### config.mk
export PLATFORM = sky130hd
export DESIGN_NAME = sector_write
export DESIGN_NICKNAME = d
export VERILOG_FILES = /design/src/rtl/disk_fmt_pkg.sv /design/src/rtl/bit_deserializer.sv /design/src/rtl/sector_write.sv
export SDC_FILE = /design/constraint.sdc
export NUM_CORES = 1
export LEC_CHECK = 0
export ABC_CLOCK_PERIOD_IN_PS = 1400
export BUFFER_PORTS_ARGS = -buffer_cell sky130_fd_sc_hd__buf_2
export CORE_ASPECT_RATIO = 1.75
export CORE_MARGIN = 3
export CORE_UTILIZATION = 50
export CTS_BUF_LIST = sky130_fd_sc_hd__clkbuf_4
export DETAILED_ROUTE_END_ITERATION = 16
export PLACE_DENSITY = 0.84
export SYNTH_ARGS = -nofsm -noshare
export SYNTH_HDL_FRONTEND = slang
export SYNTH_SLANG_ARGS = --single-unit
### constraint.sdc
create_clock -name i_clk -period 1.4 [get_ports i_clk]
set_clock_uncertainty 0.05 [all_clocks]
set_input_delay 0.14 -clock i_clk [delete_from_list [all_inputs] [get_ports i_clk]]
set_output_delay 0.14 -clock i_clk [all_outputs]
set_load 0.05 [all_outputs]
### src/rtl/disk_fmt_pkg.sv
// Disk format constants and the sector_write state encoding.
// The read channel imports the same field sizes.
package disk_fmt_pkg;

   localparam int DATA_BYTES   = 408;
   localparam int ADDR_GAP_MAX = 207;
   localparam int ADDR_MAX     = 31;
   localparam int DATA_GAP_MAX = 207;
   localparam int ADDR_W       = 9;

   typedef enum logic [1:0] {
      ST_IDLE  = 2'd0,
      ST_HUNT  = 2'd1,
      ST_SHIFT = 2'd2,
      ST_DONE  = 2'd3
   } sw_state_t;

endpackage

### src/rtl/bit_deserializer.sv
// MSB-first serial-to-byte shifter with a 3-bit cell counter.
// o_byte_valid is combinational: high on the cell that supplies the 8th bit.
module bit_deserializer (
   input  logic       i_clk,
   input  logic       i_rst_n,
   input  logic       i_clear,
   input  logic       i_shift_en,
   input  logic       i_bit_in,
   output logic       o_byte_valid,
   output logic [7:0] o_byte
);

   logic [6:0] r_shreg;
   logic [2:0] r_bit_cnt;

   always_ff @(posedge i_clk) begin
      if (!i_rst_n || i_clear) begin
         r_shreg   <= '0;
         r_bit_cnt <= '0;
      end else if (i_shift_en) begin
         r_shreg   <= {r_shreg[5:0], i_bit_in};
         r_bit_cnt <= r_bit_cnt + 3'd1;
      end
   end

   // Only seven history bits are kept; the eighth comes straight from the line.
   assign o_byte_valid = i_shift_en && (r_bit_cnt == 3'd7);
   assign o_byte       = {r_shreg, i_bit_in};

endmodule

### src/rtl/sector_write.sv
// Write channel: finds the sync bit, deserialises bytes and writes them to the sector buffer.
// Optional sync timeout in HUNT is enabled by SECTOR_WRITE_SYNC_TIMEOUT_EN.
module sector_write
   import disk_fmt_pkg::*;
#(
   parameter int DATA_BYTES = disk_fmt_pkg::DATA_BYTES,
   parameter int ADDR_W     = disk_fmt_pkg::ADDR_W
`ifdef SECTOR_WRITE_SYNC_TIMEOUT_EN
   ,
   parameter int SYNC_TIMEOUT = 255
`endif
) (
   input  logic              i_clk,
   input  logic              i_rst_n,
   input  logic              i_sector_strobe,
   input  logic              i_data_area,
   input  logic              i_wr_gate,
   input  logic              i_wr_bit,
   output logic [7:0]        o_byte_out,
   output logic [ADDR_W-1:0] o_addr_out,
   output logic              o_byte_we,
   output logic              o_sector_done,
   output logic              o_overrun,
   output logic              o_sync_err
);

   sw_state_t         r_state;
   logic [ADDR_W-1:0] r_byte_cnt;
   logic [7:0]        r_byte_out;
   logic [ADDR_W-1:0] r_addr_out;
   logic              r_byte_we;
   logic              r_sector_done;
   logic              r_overrun;
   logic              r_sync_err;

   logic              w_shift_en;
   logic              w_clear;
   logic              w_byte_valid;
   logic [7:0]        w_byte;

   // A strobe or gate drop on the 8th cell suppresses that byte entirely.
   assign w_shift_en = (r_state == ST_SHIFT) && i_wr_gate && !i_sector_strobe;
   assign w_clear    = (r_state != ST_SHIFT) || i_sector_strobe;

   bit_deserializer u_deser (
      .i_clk        (i_clk),
      .i_rst_n      (i_rst_n),
      .i_clear      (w_clear),
      .i_shift_en   (w_shift_en),
      .i_bit_in     (i_wr_bit),
      .o_byte_valid (w_byte_valid),
      .o_byte       (w_byte)
   );

`ifdef SECTOR_WRITE_SYNC_TIMEOUT_EN
   localparam int HUNT_W = $clog2(SYNC_TIMEOUT + 1);
   logic [HUNT_W-1:0] r_hunt_cnt;
`endif

   always_ff @(posedge i_clk) begin
      if (!i_rst_n) begin
         r_state       <= ST_IDLE;
         r_byte_cnt    <= '0;
         r_byte_out    <= '0;
         r_addr_out    <= '0;
         r_byte_we     <= 1'b0;
         r_sector_done <= 1'b0;
         r_overrun     <= 1'b0;
         r_sync_err    <= 1'b0;
`ifdef SECTOR_WRITE_SYNC_TIMEOUT_EN
         r_hunt_cnt    <= '0;
`endif
      end else begin
         r_byte_we     <= 1'b0;
         r_sector_done <= 1'b0;
         if (i_sector_strobe) begin
            r_state    <= ST_IDLE;
            r_overrun  <= 1'b0;
            r_sync_err <= 1'b0;
         end else begin
            case (r_state)
               ST_IDLE: begin
                  if (i_wr_gate && i_data_area) begin
                     r_state <= ST_HUNT;
`ifdef SECTOR_WRITE_SYNC_TIMEOUT_EN
                     r_hunt_cnt <= '0;
`endif
                  end
               end
               ST_HUNT: begin
                  if (!i_wr_gate) begin
                     r_state <= ST_IDLE;
                  end else if (i_wr_bit) begin
                     r_state    <= ST_SHIFT;
                     r_byte_cnt <= '0;
                  end
`ifdef SECTOR_WRITE_SYNC_TIMEOUT_EN
                  else if (r_hunt_cnt == HUNT_W'(SYNC_TIMEOUT - 1)) begin
                     r_sync_err <= 1'b1;
                     r_state    <= ST_DONE;
                  end else begin
                     r_hunt_cnt <= r_hunt_cnt + 1'b1;
                  end
`endif
               end
               ST_SHIFT: begin
                  if (!i_wr_gate) begin
                     r_state <= ST_IDLE;
                  end else if (w_byte_valid) begin
                     r_byte_out <= w_byte;
                     r_addr_out <= r_byte_cnt;
                     r_byte_we  <= 1'b1;
                     if (r_byte_cnt == ADDR_W'(DATA_BYTES - 1)) begin
                        r_sector_done <= 1'b1;
                        r_state       <= ST_DONE;
                     end else begin
                        r_byte_cnt <= r_byte_cnt + 1'b1;
                     end
                  end
               end
               ST_DONE: begin
                  if (i_wr_gate && i_wr_bit) r_overrun <= 1'b1;
                  if (!i_wr_gate) r_state <= ST_IDLE;
               end
               default: r_state <= ST_IDLE;
            endcase
         end
      end
   end

   assign o_byte_out    = r_byte_out;
   assign o_addr_out    = r_addr_out;
   assign o_byte_we     = r_byte_we;
   assign o_sector_done = r_sector_done;
   assign o_overrun     = r_overrun;
   assign o_sync_err    = r_sync_err;

endmodule

# Word-level counts from Yosys, hierarchy flattened
# Index checks and enable logic that the tools add are counted.
# totals
wordCells	66
in_bits	6
reg_bits	41
out_inout_bits	21
# op_classes
muxes	16
add_sub_neg	2
bitwise_logic	5
n_reduce_logical	18
n_eq_ne	16
# op_table
cell	count
$mux 9	5
$pmux 9 s2	1
$mux 2	7
$ne 2x2->1 const B	7
$add 9x1->9 const B	1
$eq 9x9->1 const B	1
$pmux 2 s4	1
$reduce_and 7->1	1
$ne 3x2->1 const B	2
$logic_and 1x1->1	5
$not 1->1	5
$reduce_and 5->1	1
$reduce_or 5->1	1
$eq 2x2->1 const B	2
$reduce_and 4->1	1
$reduce_or 4->1	1
$add 3x1->3 const B	1
$eq 3x3->1 const B	1
$ne 3x3->1 const B	1
$eq 2x1->1 const B	1
$logic_not 1->1	2
$logic_not 2->1	1
$logic_or 1x1->1	2
$mux 1	2
4 further kinds	4

# Logic depth before layout (Yosys ltp)
# Gate-level depths: netlist of run 1.
# depth
word_depth	7
mapped_depth	7
depth_no_buf	5

# Modules after synthesis
# From an unflattened synthesis of run 1, not the netlist that was laid out.
# unflattened
cells_unflattened	206
hier_area_um2	1839.3
# modules_own_cells
mod	area_per_inst_um2	n_inst	cells_per_inst	seq_area_each_um2
sector_write	1440.1	1	169	620.6
bit_deserializer	399.1	1	37	200.2

# Least setup slack after synthesis of run 1
# OpenSTA, ideal clock, no wires.
# synth_path
kind	register -> register
start	register r_byte_cnt[0]
end	register r_byte_cnt[7]
n_path_buf	1
arrival_ns	1.415
path_stages_with_launch	7
setup_time_ns	0.115
setup_slack_ns	-0.179
period_less_slack_ns	1.579
t_required_ns	1.235
path_cell_list	dfxtp_1 -> ha_1 -> nand4b_1 -> o211ai_2 -> buf_2 -> a21oi_1 -> o21a_1
# synth_between
elab_chain_len	5
elab_cells_between_ends	8
cone_classes	add/sub: 1; eq/ne: 2; mux: 4; reduce/logical: 1
# synth_lines
item	line	source
from (decl)	sector_write.sv:28	logic [ADDR_W-1:0] r_byte_cnt;
from (signal assigned)	sector_write.sv:117	r_byte_cnt <= r_byte_cnt + 1'b1;
$add 9x1->9	sector_write.sv:117	
$mux 9	sector_write.sv:113	if (r_byte_cnt == ADDR_W'(DATA_BYTES - 1)) begin
$mux 9	sector_write.sv:109	end else if (w_byte_valid) begin
$mux 9	sector_write.sv:107	if (!i_wr_gate) begin
$pmux 9 s2	sector_write.sv:81	case (r_state)
# Several ways; a longest one is shown, not always the timed one. The select of a mux whose other input is x is not followed.
# A chain may end at the register's enable or synchronous reset.

# Worst setup path in the final report of run 1
# layout_path
start	register r_byte_cnt[1]
end	register r_byte_cnt[3]
# The elaborated chain is that of the path after synthesis.

==> impl_results.md, run 1 <==
* H-tree depth at 2
* Longest Clk Path Bufs at 2
* Die height at 84.2 µm
* Antenna-violating nets left at 0
* Global-route wire length before repair at 6670 µm
* Hold Crit Depth at 2
* Antenna violations before repair at 0
* Die Width at 50.7 µm
* Syn nets at 214
* WL final at 3820 µm
* Placed Instance Area at 2160 µm²
* Most frequent cells after synthesis: 65 x nand2_1, 41 x dfxtp_1, 17 x a21boi_0
* Most used DFF post-synth: dfxtp_1
* Root buffer cell: clkbuf_4
* WL/cell at 12.8 µm
* Synth warn at 0
* DR vias/cell at 5.34
* Setup slack after layout at -89.7 ps
* Worst Setup End Kind: register
* Grt total ovfl at 0
* Synthesized flop and latch total at 41
* Total track usage at 20.1%
* Post-synthesis sequential area ratio at 47.0%
* Worst-path clk slew at 120 ps
* Row count at 27
* Fin crit share at 106%
* Comb power frac at 4.2%
* Critical path peak fanout at 18
* Internal power at 1.39 mW
* Filler cells at 272
* Syn_area_per_cell at 8.52 µm²
* Final Max Slew Viols at 0
* Ports at 27
* Vias in the first global route at 1527
* Nets at 262
* Req. time, crit path at 1660 ps
* Clk Latency, worst-skew pair at 360 ps
* GRT met1 Usage at 20.2%
* Port bufs at 25
* Most Crowded Layer GR: met2
* Util after Layout at 69.1%
* Cell Pwr Density at 813 nW/µm²
* Mapped Area at 1750 µm²
* RSZ-0062 raised after global routing: yes
* Pre-antenna DRT Iters at 4
* Post-synth top area cell: dfxtp_1
* Die area at 4270 µm²
* GR Layer Usage met3 at 4.26%
* Cells after synthesis at 205
* EDFF count, synth at 0
* Worst Reg2Reg Path Length in Cells at 6
* Distinct cells, synth at 34
* Via Count at 1587
* Core footprint at 3240 µm²
* Clk sinks at 41
* Routing usage on met2 at 37.7%
* Clock power frac at 31.7%
* Starting Density at 53.9%
* Layout Area Growth over Synthesis at 28.3%
* Crit path arrival time at 1750 ps
* Multi-input logic area at 908 µm²
* Status: complete, but fails checks
* Placed wire-length estimate at 2840 µm
* TritonCTS Buffers at 5
* Synth top area share at 47.0%
* CTS tree: yes
* Finished Cell Area at 2240 µm²
* N_diodes at 0
* Final hold violations at 0
* Fraction of layout cells with a size suffix above 1 at 30.7%
* Largest net degree at the start of global routing at 19
* Sequential power share at 64.1%
* Endpoints failing setup at 20
* Detailed Route Iter0 Violations at 30
* Leakage at 0.890 nW
* Remaining DRCs at 0
* P_sw at 0.433 mW
* Worst Hold Class: input pin to register
* Startpoint Class: register
* Max_cap viols at 0
* Synth area leaders: dfxtp_1 47%, nand2_1 14%, a21boi_0 7.3%
* Most frequent cell after synthesis: nand2_1
* Fraction of registers with async set/reset at 0%
* Final Critical Period at 1490 ps
* Type of the worst setup path: register to register
* Routability Congestion at 0.820
* R2R Setup Slk at -90 ps
* Failing checks: setup timing
* Peak supply drop at 772 µV
* Sequential Area at 828 µm²
* Hold-fix buffers, CTS at 0
* Maximum clock rate at 671 MHz
* Sw Ratio at 23.8%
## layout make-up
class,count,area share [%]
clock buffers,5,1.68
clock inverters,3,0.782
inverters,3,0.503
multi-input cells,148,40.5
flip-flops and latches,41,37.0
well taps,43,2.40
repair buffers,54,17.1
## placed cells by master, fill, tap and decap left out, types with 2 or more instances in the layout
cell type / n
nand4_1: 2
inv_1: 3
buf_4: 25
and3_1: 5
nor2_1: 6
o2111ai_1: 6
clkbuf_4: 5
buf_12: 3
dfxtp_1: 35
o21a_1: 3
a21boi_1: 3
or3_1: 2
buf_2: 25
dfxtp_2: 6
nor2b_1: 3
a21oi_1: 11
a21boi_0: 14
a2111o_1: 6
ha_4: 2
nand2_1: 65
## state kept, by name, indices dropped and copies added (netlist names)
signal	flops
r_state	2
u_deser.r_shreg	7
o_byte_we	1
r_byte_cnt	9
o_overrun	1
u_deser.r_bit_cnt	3
o_sector_done	1
o_byte_out	8
o_addr_out	9
## final timing paths
| check | start | end |
|---|---|---|
| setup reg to reg | r_byte_cnt[1] | r_byte_cnt[3] |
| setup / recovery | r_byte_cnt[1] | r_byte_cnt[3] |
| hold / removal | i_rst_n | r_byte_cnt[1] |
| hold reg to reg | o_addr_out[3] | o_addr_out[3] |
## worst max-delay path, stage by stage (launching register included)
cell      delay [ps]
dfxtp_2          350
ha_4             150
nand4b_1         180
o211ai_4         100
buf_12           150
a2111o_1         390
nand2_1           60
## timing repair
action | in CTS | in global routing
resized for setup | 3 | 9
pin swaps | 1 | 1
endpoints found under the setup margin | 27 | 27
buffers inserted | 0 | 0
gates cloned | 0 | 0
## routing by layer
layer  routed length, µm  share of wire, %  vias up
met5                   0                 0        -
met2                2180                57       23
met3                 106               2.8        8
li1                    -                 -      809
met4                  71               1.9        0
met1                1460                38      747
## power by group through the flow
stage,clock (mW),sequential [mW],combinational (mW)
3_5_place_dp,0,1.19,0.0750
4_1_cts,0.600,1.17,0.0755
5_1_grt,0.650,1.17,0.0827
6_report,0.577,1.17,0.0767
2_1_floorplan,0,1.19,0.0440
3_3_place_gp,0,1.19,0.0738
## per-stage QoR
step | hold WS (ps) | total power, mW | std cells | setup TNS [ps] | worst slack (ps)
floorplan | 226 | 1.24 | 205 | -444 | -66.4
global placement | 398 | 1.27 | 289 | -599 | -97.4
detailed placement | 406 | 1.27 | 289 | -1020 | -119
CTS | 53.4 | 1.84 | 297 | -1000 | -92.4
global route | 59.0 | 1.90 | 297 | -2890 | -147
finish | 61.8 | 1.82 | 297 | -743 | -89.7
## cell families (layout without fill, tap and decap cells)
family	Yosys count	after routing	synth area share, %
AO/OA/AOI/OAI	48	48	21.0
buffers and inverters	16	65	4.37
flip-flops	41	41	47.0
AND/OR/NAND/NOR	94	94	24.2
adder cells (fa/ha/maj)	3	3	2.15
other	1	1	0.215
multiplexers	1	1	0.573
XOR/XNOR	1	1	0.502
(Power assumes the default switching activity.)
==> run 2: changes to the inputs <==
--- a/config.mk
+++ b/config.mk
@@ -5,14 +5,14 @@
 export SDC_FILE = /design/constraint.sdc
 export NUM_CORES = 1
 export LEC_CHECK = 0
-export ABC_CLOCK_PERIOD_IN_PS = 1400
+export ABC_CLOCK_PERIOD_IN_PS = 1800
 export BUFFER_PORTS_ARGS = -buffer_cell sky130_fd_sc_hd__buf_2
 export CORE_ASPECT_RATIO = 1.75
 export CORE_MARGIN = 3
 export CORE_UTILIZATION = 50
 export CTS_BUF_LIST = sky130_fd_sc_hd__clkbuf_4
 export DETAILED_ROUTE_END_ITERATION = 16
-export PLACE_DENSITY = 0.84
+export PLACE_DENSITY = 0.82
 export SYNTH_ARGS = -nofsm -noshare
 export SYNTH_HDL_FRONTEND = slang
 export SYNTH_SLANG_ARGS = --single-unit
==> constraint.sdc (replaced) <==
create_clock -name i_clk -period 1.8 [get_ports i_clk]
set_clock_uncertainty 0.05 [all_clocks]
set_input_delay 0.18 -clock i_clk [delete_from_list [all_inputs] [get_ports i_clk]]
set_output_delay 0.18 -clock i_clk [all_outputs]
set_load 0.05 [all_outputs]
==> run 2 against run 1 <==
  * The run now ends clean
  * Design area decreased by 12%
  * Power is 24% lower
  * Non-clock buffer count is 21 lower
  * Count of clock-buffer cells in the layout did not move
  * Fmax decreased by 10%
  * Register-to-register slack better by 230 ps
  * Cell count is 7.1% lower
  * Global-route usage down 1.5 points
  * Setup slack improved by 230 ps
  * Via count is 6.0% lower
  * Largest cell class unchanged
  * Largest power group unchanged
  * Highest routed layer unchanged
==> impl_results.md, run 2 (same netlist as run 1, synthesis figures left out) <==
* Status: finished clean (was complete, but fails checks)
* Core footprint at 3240 µm² (unchanged)
* Worst Setup End Kind: register (unchanged)
* Worst r2r src: r_state[1] (was r_byte_cnt[1])
* Grt total ovfl at 0 (unchanged)
* Vias in the first global route at 1412 (was 1527)
* Top delay family on crit path: simple AND/OR/NAND/NOR gates (was compound AO/OA/AOI/OAI gates)
* Critical-path cell list: and4bb_2, and2_1, buf_4, nand2_1, a21boi_0 (was ha_4, nand4b_1, o211ai_4, buf_12, a2111o_1, nand2_1)
* Crit-path slowest cell: dfxtp_1 (was a2111o_1)
* Internal power at 1.07 mW (was 1.39 mW)
* P_sw at 0.324 mW (was 0.433 mW)
* Die area at 4270 µm² (unchanged)
* Largest net degree at the start of global routing at 27 (was 19)
* Type of the worst setup path: register to register (unchanged)
* Fin crit share at 92.3% (was 106%)
* Cell Pwr Density at 705 nW/µm² (was 813 nW/µm²)
* Setup TNS Final at 0 ps (was -743 ps)
* Nets at 241 (was 262)
* Peak supply drop at 638 µV (was 772 µV)
* Final Critical Period at 1660 ps (was 1490 ps)
* Longest Clk Path Bufs at 2 (unchanged)
* Max stage delay on crit path at 440 ps (was 390 ps)
* Hold Path Origin: i_wr_gate (was i_rst_n)
* N_diodes at 0 (unchanged)
* Ports at 27 (unchanged)
* Final hold slack at 68.0 ps (was 61.8 ps)
* Leakage at 0.772 nW (was 0.890 nW)
* Final hold violations at 0 (unchanged)
* Placed wire-length estimate at 2490 µm (was 2840 µm)
* Antenna violations before repair at 0 (unchanged)
* Die Width at 50.7 µm (unchanged)
* Fin cells at 276 (was 297)
* Sw Ratio at 23.2% (was 23.8%)
* WL/cell at 12.6 µm (was 12.8 µm)
* Fraction of layout cells with a size suffix above 1 at 18.9% (was 30.7%)
* Worst Hold Class: input pin to register (unchanged)
* WL final at 3480 µm (was 3820 µm)
* Comb power frac at 3.8% (was 4.2%)
* Filler cells at 321 (was 272)
* Die height at 84.2 µm (unchanged)
* Clock power frac at 31.0% (was 31.7%)
* Tot Pwr at 1.39 mW (was 1.82 mW)
* Starting Density at 53.9% (unchanged)
* Row count at 27 (unchanged)
* Via Count at 1492 (was 1587)
* Worst-path clk slew at 120 ps (about the same)
* Max_cap viols at 0 (unchanged)
* Commonest cells after routing, fill and taps aside: 65 x nand2_1, 41 x dfxtp_1, 25 x buf_2 (was 65 x nand2_1, 35 x dfxtp_1, 25 x buf_2, 25 x buf_4, 14 x a21boi_0)
* Critical path peak fanout at 9 (was 18)
* Routability Congestion at 0.857 (was 0.820)
* Root buffer cell: clkbuf_4 (unchanged)
* Inst Count DP at 268 (was 289)
* Antenna-violating nets left at 0 (unchanged)
* Crit. Startpoint: r_state[1] (was r_byte_cnt[1])
* Final Max Slew Viols at 0 (unchanged)
* H-tree depth at 2 (unchanged)
* Layout Area Growth over Synthesis at 13.1% (was 28.3%)
* Req. time, crit path at 2020 ps (was 1660 ps)
* Remaining DRCs at 0 (unchanged)
* Clk Latency, worst-skew pair at 350 ps (was 360 ps)
* Detailed Route Iter0 Violations at 32 (was 30)
* Port bufs at 25 (unchanged)
* CTS tree: yes (unchanged)
* Total track usage at 18.5% (was 20.1%)
* TritonCTS Buffers at 5 (unchanged)
* Startpoint Class: register (unchanged)
* DR vias/cell at 5.41 (was 5.34)
* Endpoints failing setup at 0 (was 20)
* Worst Path Buf+Inv at 1 (unchanged)
* Maximum clock rate at 602 MHz (was 671 MHz)
* Commonest non-fill, non-tap cell in the layout: nand2_1 (unchanged)
* Sequential power share at 65.2% (was 64.1%)
* Global-route wire length before repair at 6040 µm (was 6670 µm)
* RSZ-0062 raised after global routing: no (was yes)
* Clk sinks at 41 (unchanged)
* Crit path arrival time at 1880 ps (was 1750 ps)
* Pre-antenna DRT Iters at 4 (unchanged)
[run 2: what timing repair did]
action | 4_1_cts | 5_1_grt
hold buffers | 0 | 0
resized for setup | 0 | 1
buffers inserted | 0 | 0
setup endpoints to repair | 0 | 6
[run 2: cell type report]
type                       count  area (µm²)  area share [%]
inverter                       3        11.3           0.570
clock buffer                   5        37.5            1.90
clock inverter                 3        12.5           0.633
sequential                    41         821            41.5
timing repair buffer          33         185            9.37
tap                           43        53.8            2.72
multi-input combinational    148         855            43.3
[run 2: through the flow]
stage / utilization (%) / instance area (µm²) / setup slack, ps
after floorplan: - / 1750 / 221
after global placement: 59.2 / 1920 / 173
after detailed placement: 59.2 / 1920 / 134
after CTS: 60.8 / 1970 / 112
after global routing: 60.9 / 1980 / 27.0
final: 60.9 / 1980 / 138
[run 2: worst paths after layout]
kind                   end  slack [ps]  depth (start not counted)
min             r_state[1]          70                          3
max          o_byte_out[6]         140                          5
max reg2reg  o_byte_out[6]         140                          5
min reg2reg  o_addr_out[0]         410                          2
[run 2: per-layer routing]
metal  global-route usage, %  vias up  wire length [µm]
met2                    31.9       24              1840
met4                    12.3        0               123
met5                       0        -                 0
met3                    4.44        9                92
met1                    19.3      695              1410
li1                        -      764                 -
[run 2: worst register-to-register path, cell delays in order (launching register included)]
cell,delay (ps)
dfxtp_1,440
and4bb_2,310
and2_1,320
buf_4,230
nand2_1,70
a21boi_0,170
[run 2: power groups by stage]
stage               clock (mW)  combinational [mW]  sequential (mW)
global route             0.490              0.0579            0.910
floorplan                    0              0.0342            0.929
detailed placement           0              0.0527            0.929
finish                   0.431              0.0533            0.909
global placement             0              0.0525            0.929
CTS                      0.447              0.0530            0.909
